<file path="config.mk">
export PLATFORM = sky130hd
export DESIGN_NAME = spi_accel_responder
export DESIGN_NICKNAME = d
export VERILOG_FILES = /design/src/rtl/spi_accel_pkg.sv /design/src/rtl/spi_sync_edge.sv /design/src/rtl/spi_accel_responder.sv
export SDC_FILE = /design/constraint.sdc
export NUM_CORES = 1
export LEC_CHECK = 0
export CAP_MARGIN = 15
export CORE_MARGIN = 2
export CORE_UTILIZATION = 32
export CTS_CLUSTER_SIZE = 30
export DETAILED_ROUTE_END_ITERATION = 12
export GPL_TIMING_DRIVEN = 0
export PLACE_DENSITY_LB_ADDON = 0.15
export SKIP_LAST_GASP = 1
export SLEW_MARGIN = 20
export SYNTH_ARGS = -nofsm -noshare
export SYNTH_HDL_FRONTEND = slang
export SYNTH_HIERARCHICAL = 1
export SYNTH_SLANG_ARGS = --single-unit
</file>
<file path="constraint.sdc">
create_clock -name clk -period 8.76 [get_ports clk]
set_input_delay 1.752 -clock clk [delete_from_list [all_inputs] [get_ports clk]]
set_output_delay 1.752 -clock clk [all_outputs]
set_load 0.01 [all_outputs]
</file>
<file path="src/rtl/spi_accel_pkg.sv">
// Shared command codes, register map and FSM state type for the SPI accelerometer responder.
package spi_accel_pkg;

  localparam logic [7:0] CMD_WRITE = 8'h0A;
  localparam logic [7:0] CMD_READ  = 8'h0B;

  localparam logic [7:0] REG_DEVID_AD  = 8'h00;
  localparam logic [7:0] REG_DEVID_MST = 8'h01;
  localparam logic [7:0] REG_PARTID    = 8'h02;
  localparam logic [7:0] REG_XDATA_L   = 8'h0E;
  localparam logic [7:0] REG_XDATA_H   = 8'h0F;
  localparam logic [7:0] REG_YDATA_L   = 8'h10;
  localparam logic [7:0] REG_YDATA_H   = 8'h11;
  localparam logic [7:0] REG_ZDATA_L   = 8'h12;
  localparam logic [7:0] REG_ZDATA_H   = 8'h13;

  typedef enum logic [2:0] {
    ST_IDLE,
    ST_CMD,
    ST_ADDR,
    ST_READ,
    ST_WRITE,
    ST_IGNORE
  } state_t;

  // ID bytes and live axis samples cannot be overwritten over SPI
  function automatic logic is_read_only(input logic [7:0] a);
    return (a <= REG_PARTID) || ((a >= REG_XDATA_L) && (a <= REG_ZDATA_H));
  endfunction

endpackage

</file>
<file path="src/rtl/spi_sync_edge.sv">
// Two-flop synchronizer with rise/fall detection on the synchronized level.
module spi_sync_edge (
  input  logic clk,
  input  logic d,
  output logic rise,
  output logic fall
);

  // Deliberately unreset: a chip_select held low across rst must not look like a fresh falling edge
  logic [2:0] sh;

  always_ff @(posedge clk) begin
    sh <= {sh[1:0], d};
  end

  assign rise = sh[1] & ~sh[2];
  assign fall = ~sh[1] & sh[2];

endmodule

</file>
<file path="src/rtl/spi_accel_responder.sv">
// SPI mode-0 slave presenting the accelerometer register file; axis samples arrive from fabric.
//  state  | meaning
//  IDLE   | deselected, sample registers track fabric
//  CMD    | shifting in command byte
//  ADDR   | shifting in start address
//  READ   | streaming reg[addr] out on miso, auto-increment
//  WRITE  | shifting in data bytes, auto-increment
//  IGNORE | unknown command, miso held low until deselect
module spi_accel_responder
  import spi_accel_pkg::*;
#(
  parameter int          NUM_REGS  = 64,
  parameter int          ADDR_W    = $clog2(NUM_REGS),
  parameter logic [7:0]  DEVID_AD  = 8'hAD,
  parameter logic [7:0]  DEVID_MST = 8'h1D,
  parameter logic [7:0]  PARTID    = 8'hF2
) (
  input  logic              clk,
  input  logic              rst,
  input  logic              sclk,
  input  logic              mosi,
  input  logic              chip_select,
  output logic              miso,
  output logic              miso_oe,
  input  logic              sample_valid,
  input  logic [15:0]       x_sample,
  input  logic [15:0]       y_sample,
  input  logic [15:0]       z_sample,
  output logic              wr_strobe,
  output logic [ADDR_W-1:0] wr_addr,
  output logic [7:0]        wr_data,
  output logic              busy
);

  state_t state, state_next;

  logic sclk_rise, sclk_fall, cs_rise, cs_fall;
  logic [1:0] mosi_sync;
  logic mosi_s;

  logic [2:0]        bit_cnt;
  logic [6:0]        rx_shift;
  logic [6:0]        tx_shift;
  logic [ADDR_W-1:0] addr, addr_inc;
  logic              wr_mode, rd_first;
  logic [7:0]        regs [NUM_REGS];

  logic [15:0] shadow_x, shadow_y, shadow_z, load_x, load_y, load_z;
  logic        pending, sample_load;

  logic [7:0] rx_byte, start_byte, next_byte;
  logic       active, rx_done, wr_en;

  spi_sync_edge u_sync_sclk (.clk(clk), .d(sclk),        .rise(sclk_rise), .fall(sclk_fall));
  spi_sync_edge u_sync_cs   (.clk(clk), .d(chip_select), .rise(cs_rise),   .fall(cs_fall));

  always_ff @(posedge clk) begin
    mosi_sync <= {mosi_sync[0], mosi};
  end
  assign mosi_s = mosi_sync[1];

  assign rx_byte    = {rx_shift, mosi_s};
  assign addr_inc   = addr + ADDR_W'(1);
  assign start_byte = regs[rx_byte[ADDR_W-1:0]];
  assign next_byte  = regs[addr_inc];
  assign active     = (state != ST_IDLE) && !cs_rise;
  assign rx_done    = active && sclk_rise && (bit_cnt == 3'd7);
  assign wr_en      = (state == ST_WRITE) && rx_done && !is_read_only(8'(addr));
  assign busy       = (state != ST_IDLE);

  always_ff @(posedge clk) begin
    if (rst) state <= ST_IDLE;
    else     state <= state_next;
  end

  always_comb begin
    state_next = state;
    case (state)
      ST_IDLE: if (cs_fall) state_next = ST_CMD;
      ST_CMD:  if (rx_done) state_next = ((rx_byte == CMD_READ) || (rx_byte == CMD_WRITE)) ? ST_ADDR : ST_IGNORE;
      ST_ADDR: if (rx_done) state_next = wr_mode ? ST_WRITE : ST_READ;
      default: ;
    endcase
    if ((state != ST_IDLE) && cs_rise) state_next = ST_IDLE;
  end

  always_ff @(posedge clk) begin
    if (rst) begin
      bit_cnt   <= '0;
      rx_shift  <= '0;
      tx_shift  <= '0;
      addr      <= '0;
      wr_mode   <= 1'b0;
      rd_first  <= 1'b0;
      miso      <= 1'b0;
      miso_oe   <= 1'b0;
      wr_strobe <= 1'b0;
      wr_addr   <= '0;
      wr_data   <= '0;
    end else begin
      wr_strobe <= 1'b0;
      if (state == ST_IDLE) begin
        if (cs_fall) begin
          bit_cnt <= '0;
          miso_oe <= 1'b1;
          miso    <= 1'b0;
        end
      end else if (cs_rise) begin
        miso    <= 1'b0;
        miso_oe <= 1'b0;
      end else begin
        if (sclk_rise) begin
          rx_shift <= rx_byte[6:0];
          bit_cnt  <= bit_cnt + 3'd1;
        end
        case (state)
          ST_CMD: if (rx_done) wr_mode <= (rx_byte == CMD_WRITE);
          ST_ADDR: if (rx_done) begin
            addr <= rx_byte[ADDR_W-1:0];
            if (!wr_mode) begin
              miso     <= start_byte[7];
              tx_shift <= start_byte[6:0];
              rd_first <= 1'b1;
            end
          end
          // The address byte's own trailing falling edge lands here and must not shift
          ST_READ: if (sclk_fall) begin
            if (bit_cnt != 3'd0) begin
              miso     <= tx_shift[6];
              tx_shift <= {tx_shift[5:0], 1'b0};
            end else if (rd_first) begin
              rd_first <= 1'b0;
            end else begin
              addr     <= addr_inc;
              miso     <= next_byte[7];
              tx_shift <= next_byte[6:0];
            end
          end
          ST_WRITE: if (rx_done) begin
            addr <= addr_inc;
            if (wr_en) begin
              wr_strobe <= 1'b1;
              wr_addr   <= addr;
              wr_data   <= rx_byte;
            end
          end
          default: ;
        endcase
      end
    end
  end

  // Samples arriving mid-transaction are parked so a burst read stays coherent
  assign sample_load = (state == ST_IDLE) && (sample_valid || pending);
  assign load_x = sample_valid ? x_sample : shadow_x;
  assign load_y = sample_valid ? y_sample : shadow_y;
  assign load_z = sample_valid ? z_sample : shadow_z;

  always_ff @(posedge clk) begin
    if (rst) begin
      for (int i = 0; i < NUM_REGS; i++) regs[i] <= '0;
      regs[ADDR_W'(REG_DEVID_AD)]  <= DEVID_AD;
      regs[ADDR_W'(REG_DEVID_MST)] <= DEVID_MST;
      regs[ADDR_W'(REG_PARTID)]    <= PARTID;
      shadow_x <= '0;
      shadow_y <= '0;
      shadow_z <= '0;
      pending  <= 1'b0;
    end else begin
      if (wr_en) regs[addr] <= rx_byte;
      if (sample_load) begin
        regs[ADDR_W'(REG_XDATA_L)] <= load_x[7:0];
        regs[ADDR_W'(REG_XDATA_H)] <= load_x[15:8];
        regs[ADDR_W'(REG_YDATA_L)] <= load_y[7:0];
        regs[ADDR_W'(REG_YDATA_H)] <= load_y[15:8];
        regs[ADDR_W'(REG_ZDATA_L)] <= load_z[7:0];
        regs[ADDR_W'(REG_ZDATA_H)] <= load_z[15:8];
        pending <= 1'b0;
      end else if ((state != ST_IDLE) && sample_valid) begin
        shadow_x <= x_sample;
        shadow_y <= y_sample;
        shadow_z <= z_sample;
        pending  <= 1'b1;
      end
    end
  end

endmodule
</file>
==> results.tsv, run 1 <==
stage	metric	value	unit
run_status	outcome	finished clean	
power	vdd_drop_max	0.118	mV
sta	fmax	145	MHz
sta	maxSlewHeadroom	12.2	%
global_route	grt_pass1_wl	202	mm
die	start_util	32.2	%
yosys	yosysSeqAreaShare	53.5	%
yosys	async_reset_ff_share	0	%
clock_tree	postCtsSetupBuffers	0	
sta	finalWorstSetupSlack	1.88	ns
yosys	synth_compound_area_share	4.11	%
worst_setup_path	crit_top_cell	buf_2	
layout	drive_above_1_share	21.8	%
routing	drt_iter0_drc	3092	
worst_setup_path	max_stage_delay	0.96	ns
yosys	synth.most_common_cell	edfxtp_1	
sta	setup-violations-final	0	
placed_design	io_buffers	70	
routing	drt-total-wl	151	mm
yosys	yosys.area.top_type_share	47.2	%
routing	final_antenna_net_count	0	
sta	hold_viol_final	0	
placed_design	hpwl	109	mm
power	powerDensity	184	nW/um2
yosys	netlist-cell-type-count	73	
clock_tree	clk_pin_slew	0.06	ns
worst_hold_path	hp-class	reg -> reg	
worst_setup_path	crit_family	buffers and inverters	
yosys	netlist_instances	2397	
worst_hold_path	hold_depth	0	
yosys	synthTopCellsByCount	edfxtp_1, and2_1, mux4_2	
global_route	antenna_found_initial	10	
yosys	synth_top_family_by_area	multiplexers	
sta	fin_crit	6.88	ns
job	cap_violations	0	
worst_hold_path	whs_endpoint	u_sync_sclk/sh[1]	
placed_design	post-place-ws	2.18	ns
global_route	first_global_vias	23234	
worst_setup_path	worst-r2r-setup-slack	1.88	ns
routing	first_pass_iters	10	
die	coreArea	101000	um2
yosys	synth_simple_gate_area_share	14.8	%
clock_tree	clk_latency	0.66	ns
sta	period_share	78.5	%
yosys	syn_area	32600	um2
yosys	synthAdderAreaFrac	0.231	%
yosys	synthXorXnorAreaFrac	0.192	%
worst_setup_path	cp-start-kind	register	
routing	num_vias	23961	
clock_tree	cts_made_buffers	74	
worst_setup_path	critPathKind	reg -> reg	
sta	max_slew.worst_pin.slew	1.32	ns
clock_tree	cts-hold-fix-buffers	0	
worst_setup_path	crit_start	addr[0]	
worst_setup_path	end_kind	register	
die	ioPinCount	72	
worst_setup_path	cp_data_required_time	9.21	ns
clock_tree	root_buffer	clkbuf_16	
yosys	synth_ff_type	edfxtp_1	
yosys	yosys-top-cells-area	edfxtp_1, mux4_2, and2_1	
die	fp.dieH	323	um
yosys	ys_warn_count	6	
worst_setup_path	r2r_end	miso	
worst_setup_path	critPathSlowestCell	a2111oi_0	
placed_design	globalplace.congestion	1.00	
worst_setup_path	r2r_cells	13	
routing	via_per_inst	6.00	
worst_hold_path	min-delay-start	u_sync_sclk/sh[0]	
clock_tree	htree_num_levels	3	
sta	setup-tns-final	0	ns
yosys	synth_seq_cells	614	
clock_tree	clockBufferDepth	3	
global_route	gr-total-overflow	0	
worst_setup_path	reg2reg_from	addr[0]	
die	die_x	323	um
yosys	synth_mux_area_share	23.8	%
routing	routedWlPerCell	37.9	um
worst_setup_path	cp_data_arrival_time	7.33	ns
worst_setup_path	path_cells	buf_4, buf_2, clkinv_1, ha_1, buf_4, buf_2, buf_2, buf_2, mux4_2, a2111oi_0, a311oi_1, o21ai_0, a211oi_1	
yosys	yosysTopAreaCell	edfxtp_1	
worst_setup_path	path_buf_inv	7	
power	p_leak	12.7	nW
worst_setup_path	crit_fanout	10	
sta	slew_violations	0	
global_route	grt_max_degree	14	
global_route	grt_util_all_layers	29.0	%
layout	nets	2623	
sta	rsz0062_at_grt	no	
die	row_count	117	
clock_tree	cts-resized-gates	0	
die	die_area	104000	um2
sta	clock_skew	0.0272	ns
clock_tree	cts_tree	done	
yosys	syn_avg_cell_area	13.6	um2
clock_tree	cts_sinks	614	
layout	area_delta_synth_final	15.5	%
routing	drc_errors	0	
yosys	synth_edf_count	512	
==> flip-flops by register name (all words and copies together), names as in the netlist <==
register / flops
miso: 1
shadow_z: 16
shadow_x: 16
rd_first: 1
addr: 6
shadow_y: 16
bit_cnt: 3
regs: 512
wr_addr: 6
u_sync_sclk/sh: 3
u_sync_cs/sh: 3
state: 3
wr_mode: 1
pending: 1
wr_data: 8
miso_oe: 1
mosi_sync: 2
rx_shift: 7
wr_strobe: 1
tx_shift: 7
==> layout make-up <==
cell class	instances	area [um2]
flip-flops and latches	614	17400
multi-input cells	1559	14100
plain buffers	227	1070
diodes	4	10.0
clock inverters	24	226
repair buffers	76	833
inverters	11	41.3
clock buffers	109	2160
well taps	1368	1710
fillers	9879	63700
==> logic make-up after synthesis <==
logic type               Yosys count
XOR/XNOR                           5
multiplexers                     416
other                              2
adder cells (fa/ha/maj)            6
flip-flops                       614
buffers and inverters            238
AO/OA/AOI/OAI                    203
AND/OR/NAND/NOR                  913
==> worst register-to-register path, stage by stage (launching register included) <==
cell	delay, ns
dfxtp_1	0.37
buf_4	0.39
buf_2	0.69
clkinv_1	0.59
ha_1	0.46
buf_4	0.37
buf_2	0.61
buf_2	0.66
buf_2	0.67
mux4_2	0.41
a2111oi_0	0.96
a311oi_1	0.15
o21ai_0	0.15
a211oi_1	0.21
==> where the power goes <==
part / internal, mW / switching (mW) / total (mW)
Combinational: 0.180 / 0.304 / 0.484
Clock: 1.82 / 1.29 / 3.11
Sequential: 3.27 / 0.0687 / 3.34
Total: 5.27 / 1.66 / 6.94
==> layout by cell type (no fill, tap or decap), types with 9 or more instances in the layout <==
master           count
edfxtp_1           512
and2_1             342
mux4_2             281
nand2_1            168
clkbuf_1           140
nor2_1             140
mux2i_1            128
nor3_1             120
dfxtp_1            102
a21oi_1             84
clkbuf_16           78
clkdlybuf4s50_1     70
or2_2               58
buf_2               51
clkbuf_2            25
o2bb2ai_1           24
nand3_1             22
buf_4               21
nor2b_1             18
conb_1              16
a211oi_1            14
o21ai_0             13
nand4_1             10
clkinv_2            10
inv_1                9
a31oi_1              9
clkbuf_8             9
==> how the worst max path moves through the flow <==
stage	end	slack, ns	cells past startpoint
global route	miso	2.10	13
floorplan	regs[18][0]	5.27	4
CTS	miso	2.18	13
global placement	tx_shift[1]	1.35	14
finish	miso	1.88	13
detailed placement	miso	2.18	13
==> metrics by stage <==
step                util [%]  cell area [um2]  hold slack, ns  cells  power, mW
floorplan                  -            32600           0.310   2411       3.62
global placement        34.6            35000           0.313   3849       3.86
detailed placement      34.8            35200           0.314   3855       3.87
CTS                     37.1            37600           0.327   3988       6.94
global route            37.1            37600           0.332   3988       7.07
finish                  37.1            37600           0.324   3992       6.94
==> metal layers <==
metal / wire length [um] / track usage, %
met1: 59000 / 37.3
met5: 51 / 0
met3: 15100 / 8.40
met4: 10700 / 17.0
met2: 66200 / 43.4
Power figures use the tool's default switching activity.
==> run 2: changes to the inputs <==
==> constraint.sdc (replaced) <==
create_clock -name clk -period 5.7 [get_ports clk]
set_input_delay 1.14 -clock clk [delete_from_list [all_inputs] [get_ports clk]]
set_output_delay 1.14 -clock clk [all_outputs]
set_load 0.01 [all_outputs]
==> run 2 against run 1 <==
Compared with the run above:
- maximum frequency is 23% higher
- hold slack better by 0.00052 ns
- clock power is 54% higher
- total power is 54% higher
- sequential share of layout area hardly changed
- count of clock-buffer cells in the layout stayed put
- cell count is 0.15% lower
==> results.tsv, run 2 (synthesis results as in run 1) <==
stage	metric	value	unit	change
global_route	grt_max_degree	20		+6
sta	setup-violations-final	0		unchanged
worst_setup_path	path_buf_inv	6		-1
worst_setup_path	end_kind	register		
layout	mostFrequentLayoutCells	edfxtp_1, and2_1, mux4_2		
routing	drc_errors	0		unchanged
global_route	grt_util_all_layers	28.8	%	-0.16 points
clock_tree	cts_made_buffers	74		unchanged
die	start_util	32.2	%	unchanged
sta	fin_crit	5.60	ns	-1.28 ns
clock_tree	clk_pin_slew	0.06	ns	about the same
sta	slew_violations	0		unchanged
sta	hold_viol_final	0		unchanged
layout	final_common_cell	edfxtp_1		
routing	num_vias	23738		-0.93%
power	switching_share	24.0	%	-0.044 points
clock_tree	postCtsSetupBuffers	0		unchanged
routing	drt-total-wl	150	mm	-0.62%
sta	finalWorstSetupSlack	0.0981	ns	-1.78 ns
die	row_count	117		unchanged
global_route	gr-total-overflow	0		unchanged
power	switchingPower	2.55	mW	+53%
worst_setup_path	crit_top_cell	mux2i_1		
die	coreArea	101000	um2	unchanged
worst_setup_path	critPathSlowestCell	mux2i_1		
power	p_leak	12.7	nW	about the same
layout	drive_above_1_share	21.7	%	-0.060 points
layout	n_antenna_cell	0		-4
global_route	grt_pass1_wl	201	mm	-0.39%
layout	largest-register	regs		
routing	routedWlPerCell	37.7	um	-0.47%
worst_setup_path	max_stage_delay	0.70	ns	-0.26 ns
placed_design	post-place-ws	-0.877	ns	-3.06 ns
clock_tree	clk_latency	0.66	ns	about the same
die	fp.dieH	323	um	unchanged
layout	area_delta_synth_final	15.4	%	about the same
power	powerDensity	283	nW/um2	+54%
placed_design	globalplace.congestion	1.00		unchanged
power	vdd_drop_max	0.185	mV	+56%
power	pwr-share-comb	7.0	%	about the same
sta	whs	0.325	ns	+0.000518 ns
routing	drt_iter0_drc	3188		+3.1%
layout	nets	2621		-0.076%
placed_design	io_buffers	70		unchanged
worst_setup_path	cp_data_arrival_time	6.11	ns	-1.22 ns
worst_setup_path	crit_family	buffers and inverters		
placed_design	placed_cell_area	35200	um2	unchanged
placed_design	hpwl	109	mm	unchanged
clock_tree	cts-hold-fix-buffers	0		unchanged
worst_setup_path	critPathKind	reg -> reg		
clock_tree	cts_tree	done		
sta	clock_skew	0.0294	ns	+0.00216 ns
clock_tree	cts-resized-gates	2		+2
routing	final_antenna_net_count	0		unchanged
sta	rsz0062_at_grt	no		
routing	first_pass_iters	6		-4
die	die_x	323	um	unchanged
power	power_frac_clock	44.9	%	about the same
die	die_area	104000	um2	unchanged
worst_setup_path	cp-start-kind	register		
global_route	first_global_vias	23219		-0.065%
global_route	antenna_found_initial	10		unchanged
worst_setup_path	worst-r2r-setup-slack	0.1	ns	-1.78 ns
sta	period_share	98.3	%	+20 points
layout	postLayoutCellArea	37600	um2	about the same
worst_setup_path	cp_data_required_time	6.21	ns	-3.00 ns
worst_hold_path	hp-class	reg -> reg		
die	ioPinCount	72		unchanged
power	internal-power	8.10	mW	+54%
power	p_total	10.7	mW	+54%
clock_tree	root_buffer	clkbuf_16		
clock_tree	clockBufferDepth	3		unchanged
clock_tree	cts_sinks	614		unchanged
layout	largest_reg_flops	512		unchanged
worst_setup_path	path_cells	buf_4, clkinv_1, ha_1, buf_4, clkbuf_2, clkbuf_2, buf_16, mux4_2, mux2i_1, mux2i_1, mux2i_1, mux2i_1, a221oi_1, nor3_1		
sta	max_slew.worst_pin.slew	1.27	ns	-0.0445 ns
routing	via_per_inst	5.96		-0.78%
clock_tree	htree_num_levels	3		unchanged
worst_setup_path	crit_fanout	19		+9
sta	maxSlewHeadroom	15.1	%	+3.0 points
power	seqPwrFrac	48.2	%	about the same
run_status	outcome	finished clean		
sta	fmax	179	MHz	+23%
job	cap_violations	0		unchanged
-- run 2: cell types whose count changed in the layout (fill, tap and decap cells not counted) --
cell	delta
buf_4	+1
buf_2	-3
diode_2	-4
a2111oi_0	-1
a2111oi_1	+1
-- run 2: worst register-to-register path: stages (launching register included) --
cell and delay (ns):
dfxtp_1 0.37, buf_4 0.48, clkinv_1 0.56, ha_1 0.45
buf_4 0.44, clkbuf_2 0.71, clkbuf_2 0.39, buf_16 0.20
mux4_2 0.35, mux2i_1 0.70, mux2i_1 0.18, mux2i_1 0.20
mux2i_1 0.10, a221oi_1 0.26, nor3_1 0.07
-- run 2: per-stage QoR --
| stage | util (%) | cells | TNS, ns |
|---|---|---|---|
| 2_1_floorplan | - | 2411 | 0 |
| 4_1_cts | 37.1 | 3986 | 0 |
| 6_report | 37.1 | 3986 | 0 |
| 3_5_place_dp | 34.8 | 3855 | -2.11 |
| 3_3_place_gp | 34.6 | 3849 | -30.13 |
| 5_1_grt | 37.1 | 3986 | 0 |
-- run 2: routing by layer --
metal | GRT usage [%] | up-vias | routed length [um]
met3 | 8.09 | 341 | 15100
li1 | - | 9459 | -
met2 | 43.3 | 1490 | 66200
met1 | 37.3 | 12442 | 58900
met4 | 16.5 | 6 | 10000
met5 | 0 | - | 37
-- run 2: final timing paths --
check	from	endpoint	cells past startpoint
setup reg to reg	addr[0]	tx_shift[3]	14
hold reg to reg	u_sync_sclk/sh[0]	u_sync_sclk/sh[1]	0
setup / recovery	addr[0]	tx_shift[3]	14
hold / removal	u_sync_sclk/sh[0]	u_sync_sclk/sh[1]	0
-- run 2: layout make-up --
cell class | count | area, um2
Buffer | 225 | 1060
Clock buffer | 109 | 2160
Clock inverter | 24 | 226
Fill cell | 9880 | 63700
Inverter | 11 | 41.3
Multi-Input combinational cell | 1559 | 14100
Sequential cell | 614 | 17400
Tap cell | 1368 | 1710
Timing Repair Buffer | 76 | 833
-- run 2: power groups by stage --
stage	Clock, mW	Combinational, mW	Sequential (mW)
2_1_floorplan	0	0.402	5.16
3_3_place_gp	0	0.727	5.21
3_5_place_dp	0	0.727	5.22
4_1_cts	4.81	0.731	5.12
5_1_grt	4.96	0.761	5.14
6_report	4.78	0.742	5.13
==> run 3: changes to the inputs <==
--- a/config.mk
+++ b/config.mk
@@ -6,11 +6,12 @@
 export NUM_CORES = 1
 export LEC_CHECK = 0
 export CAP_MARGIN = 15
-export CORE_MARGIN = 2
+export CORE_MARGIN = 4
 export CORE_UTILIZATION = 32
 export CTS_CLUSTER_SIZE = 30
 export DETAILED_ROUTE_END_ITERATION = 12
 export GPL_TIMING_DRIVEN = 0
+export HOLD_SLACK_MARGIN = 0.05
 export PLACE_DENSITY_LB_ADDON = 0.15
 export SKIP_LAST_GASP = 1
 export SLEW_MARGIN = 20
==> run 3 against run 2 <==
Compared with the run above:
- the run now ends with negative setup slack left
- maximum frequency decreased by 2.8%
- wire length down 1.8%
- cell count decreased by 0.13%
- critical path type unchanged
- largest power group unchanged
==> results.tsv, run 3 (synthesis results as in run 1) <==
stage	metric	value	unit	change
power	vdd_drop_max	0.202	mV	+9.2%
global_route	gr-total-overflow	0		unchanged
routing	final_antenna_net_count	0		unchanged
placed_design	io_buffers	70		unchanged
global_route	grt_pass1_wl	199	mm	-1.3%
routing	drt-total-wl	148	mm	-1.8%
worst_hold_path	hp-class	reg -> reg		
sta	fin_crit	5.76	ns	+0.159 ns
routing	num_vias	23675		-0.27%
layout	nets	2622		+0.038%
clock_tree	clockBufferDepth	3		unchanged
layout	post-route-util	37.5	%	+0.36 points
sta	fmax	174	MHz	-2.8%
die	die_x	327	um	+1.2%
worst_setup_path	max_stage_delay	0.69	ns	about the same
placed_design	hpwl	108	mm	-1.1%
power	p_leak	12.7	nW	+0.24%
die	row_count	116		-0.85%
placed_design	post-place-ws	-0.526	ns	+0.351 ns
layout	fill_cells	9565		-3.2%
run_status	outcome	finished, violations left		
global_route	grt_util_all_layers	27.2	%	-1.7 points
worst_setup_path	path_cells	buf_4, clkinv_1, ha_1, buf_4, buf_2, buf_2, buf_2, mux4_2, a2111oi_0, a311oi_1, o21ai_0, a211oi_1		
routing	routedWlPerCell	37.1	um	-1.7%
worst_setup_path	critPathSlowestCell	buf_2		
layout	multiInputGateArea	14100	um2	about the same
sta	setup-violations-final	2		+2
routing	via_per_inst	5.95		-0.14%
worst_setup_path	end_kind	register		
clock_tree	clk_latency	0.66	ns	about the same
routing	first_pass_iters	6		unchanged
sta	maxSlewHeadroom	12.7	%	-2.4 points
clock_tree	root_buffer	clkbuf_16		
die	fp.dieH	327	um	+1.2%
worst_setup_path	cp_data_required_time	6.16	ns	-0.05 ns
sta	hold_viol_final	0		unchanged
clock_tree	clk_pin_slew	0.06	ns	about the same
sta	rsz0062_at_grt	no		
clock_tree	cts_sinks	614		unchanged
layout	mostFrequentLayoutCells	edfxtp_1, and2_1, mux4_2		
layout	final_common_cell	edfxtp_1		
clock_tree	cts-hold-fix-buffers	0		unchanged
die	coreArea	101000	um2	-0.71%
placed_design	globalplace.congestion	1.01		+1.3%
sta	slew_violations	0		unchanged
worst_setup_path	crit_family	buffers and inverters		
die	ioPinCount	72		unchanged
layout	postLayoutCellArea	37700	um2	+0.25%
power	powerDensity	289	nW/um2	+1.9%
sta	setup-tns-final	-0.104	ns	-0.104 ns
worst_setup_path	crit_top_cell	buf_2		
routing	drc_errors	0		unchanged
worst_setup_path	cp_data_arrival_time	6.22	ns	+0.11 ns
worst_setup_path	path_buf_inv	6		unchanged
layout	area_delta_synth_final	15.7	%	
layout	regArea	17400	um2	unchanged
layout	drive_above_1_share	21.8	%	+0.14 points
clock_tree	cts_made_buffers	74		unchanged
sta	max_slew.worst_pin.slew	1.31	ns	+0.0365 ns
worst_setup_path	cp-start-kind	register		
layout	largest_reg_flops	512		unchanged
routing	drt_iter0_drc	3493		+9.6%
power	p_total	10.9	mW	+2.2%
placed_design	placed_cell_area	35200	um2	about the same
global_route	antenna_found_initial	5		-5
run_status	violations	negative setup slack		
sta	period_share	101	%	+2.8 points
sta	clock_skew	0.0423	ns	+0.0129 ns
job	cap_violations	0		unchanged
global_route	grt_max_degree	19		-5.0%
die	start_util	32.4	%	+0.23 points
worst_setup_path	crit_fanout	18		-1
worst_setup_path	worst-r2r-setup-slack	-0.06	ns	-0.16 ns
die	die_area	107000	um2	+2.5%
worst_setup_path	critPathKind	reg -> reg		
global_route	first_global_vias	23186		-0.14%
clock_tree	cts_tree	done		
clock_tree	htree_num_levels	3		unchanged
layout	largest-register	regs		
sta	finalWorstSetupSlack	-0.0607	ns	-0.159 ns
[run 3: changes by cell type in the layout (fill, tap and decap cells not counted), sizes merged]
cell	change
clkbuf	-23
clkinv	+13
bufinv	+8
diode	+4
clkinvlp	+3
buf	+1
[run 3: report_power, final]
part,leakage (nW),switching [mW],internal [mW]
registers,6.12,0.101,5.02
logic,5.39,0.461,0.279
clock network,1.21,2.04,2.98
[run 3: per-layer routing]
layer  up-vias  track usage (%)  share of wire (%)
met5         -                0                  0
met4         0             14.2                6.0
met3       328             6.69                9.7
met2      1490             42.3                 45
met1     12407             35.2                 39
li1       9450                -                  -
[run 3: worst paths after layout]
| path | to | startpoint | depth (start not counted) |
|---|---|---|---|
| worst min-delay path | u_sync_cs/sh[1] | u_sync_cs/sh[0] | 0 |
| worst max register to register | miso | addr[0] | 12 |
| worst max-delay path | miso | addr[0] | 12 |
| worst min register to register | u_sync_cs/sh[1] | u_sync_cs/sh[0] | 0 |
[run 3: per-stage QoR]
step,hold slack (ns),instances
3_3_place_gp,0.311,3838
3_5_place_dp,0.316,3844
5_1_grt,0.343,3977
4_1_cts,0.330,3977
6_report,0.328,3981
2_1_floorplan,0.310,2411
[run 3: cell type report]
type	count	area share, %
Sequential cell	614	46.2
Antenna cell	4	0.0266
Buffer	226	2.83
Multi-Input combinational cell	1559	37.5
Clock buffer	86	5.15
Inverter	11	0.110
Timing Repair Buffer	76	2.17
Tap cell	1357	4.51
Clock inverter	48	1.47
[run 3: repair_timing]
item / CTS / global route
resized for setup: 2 / 0
buffers inserted: 0 / 0
setup endpoints to repair: 4 / 0
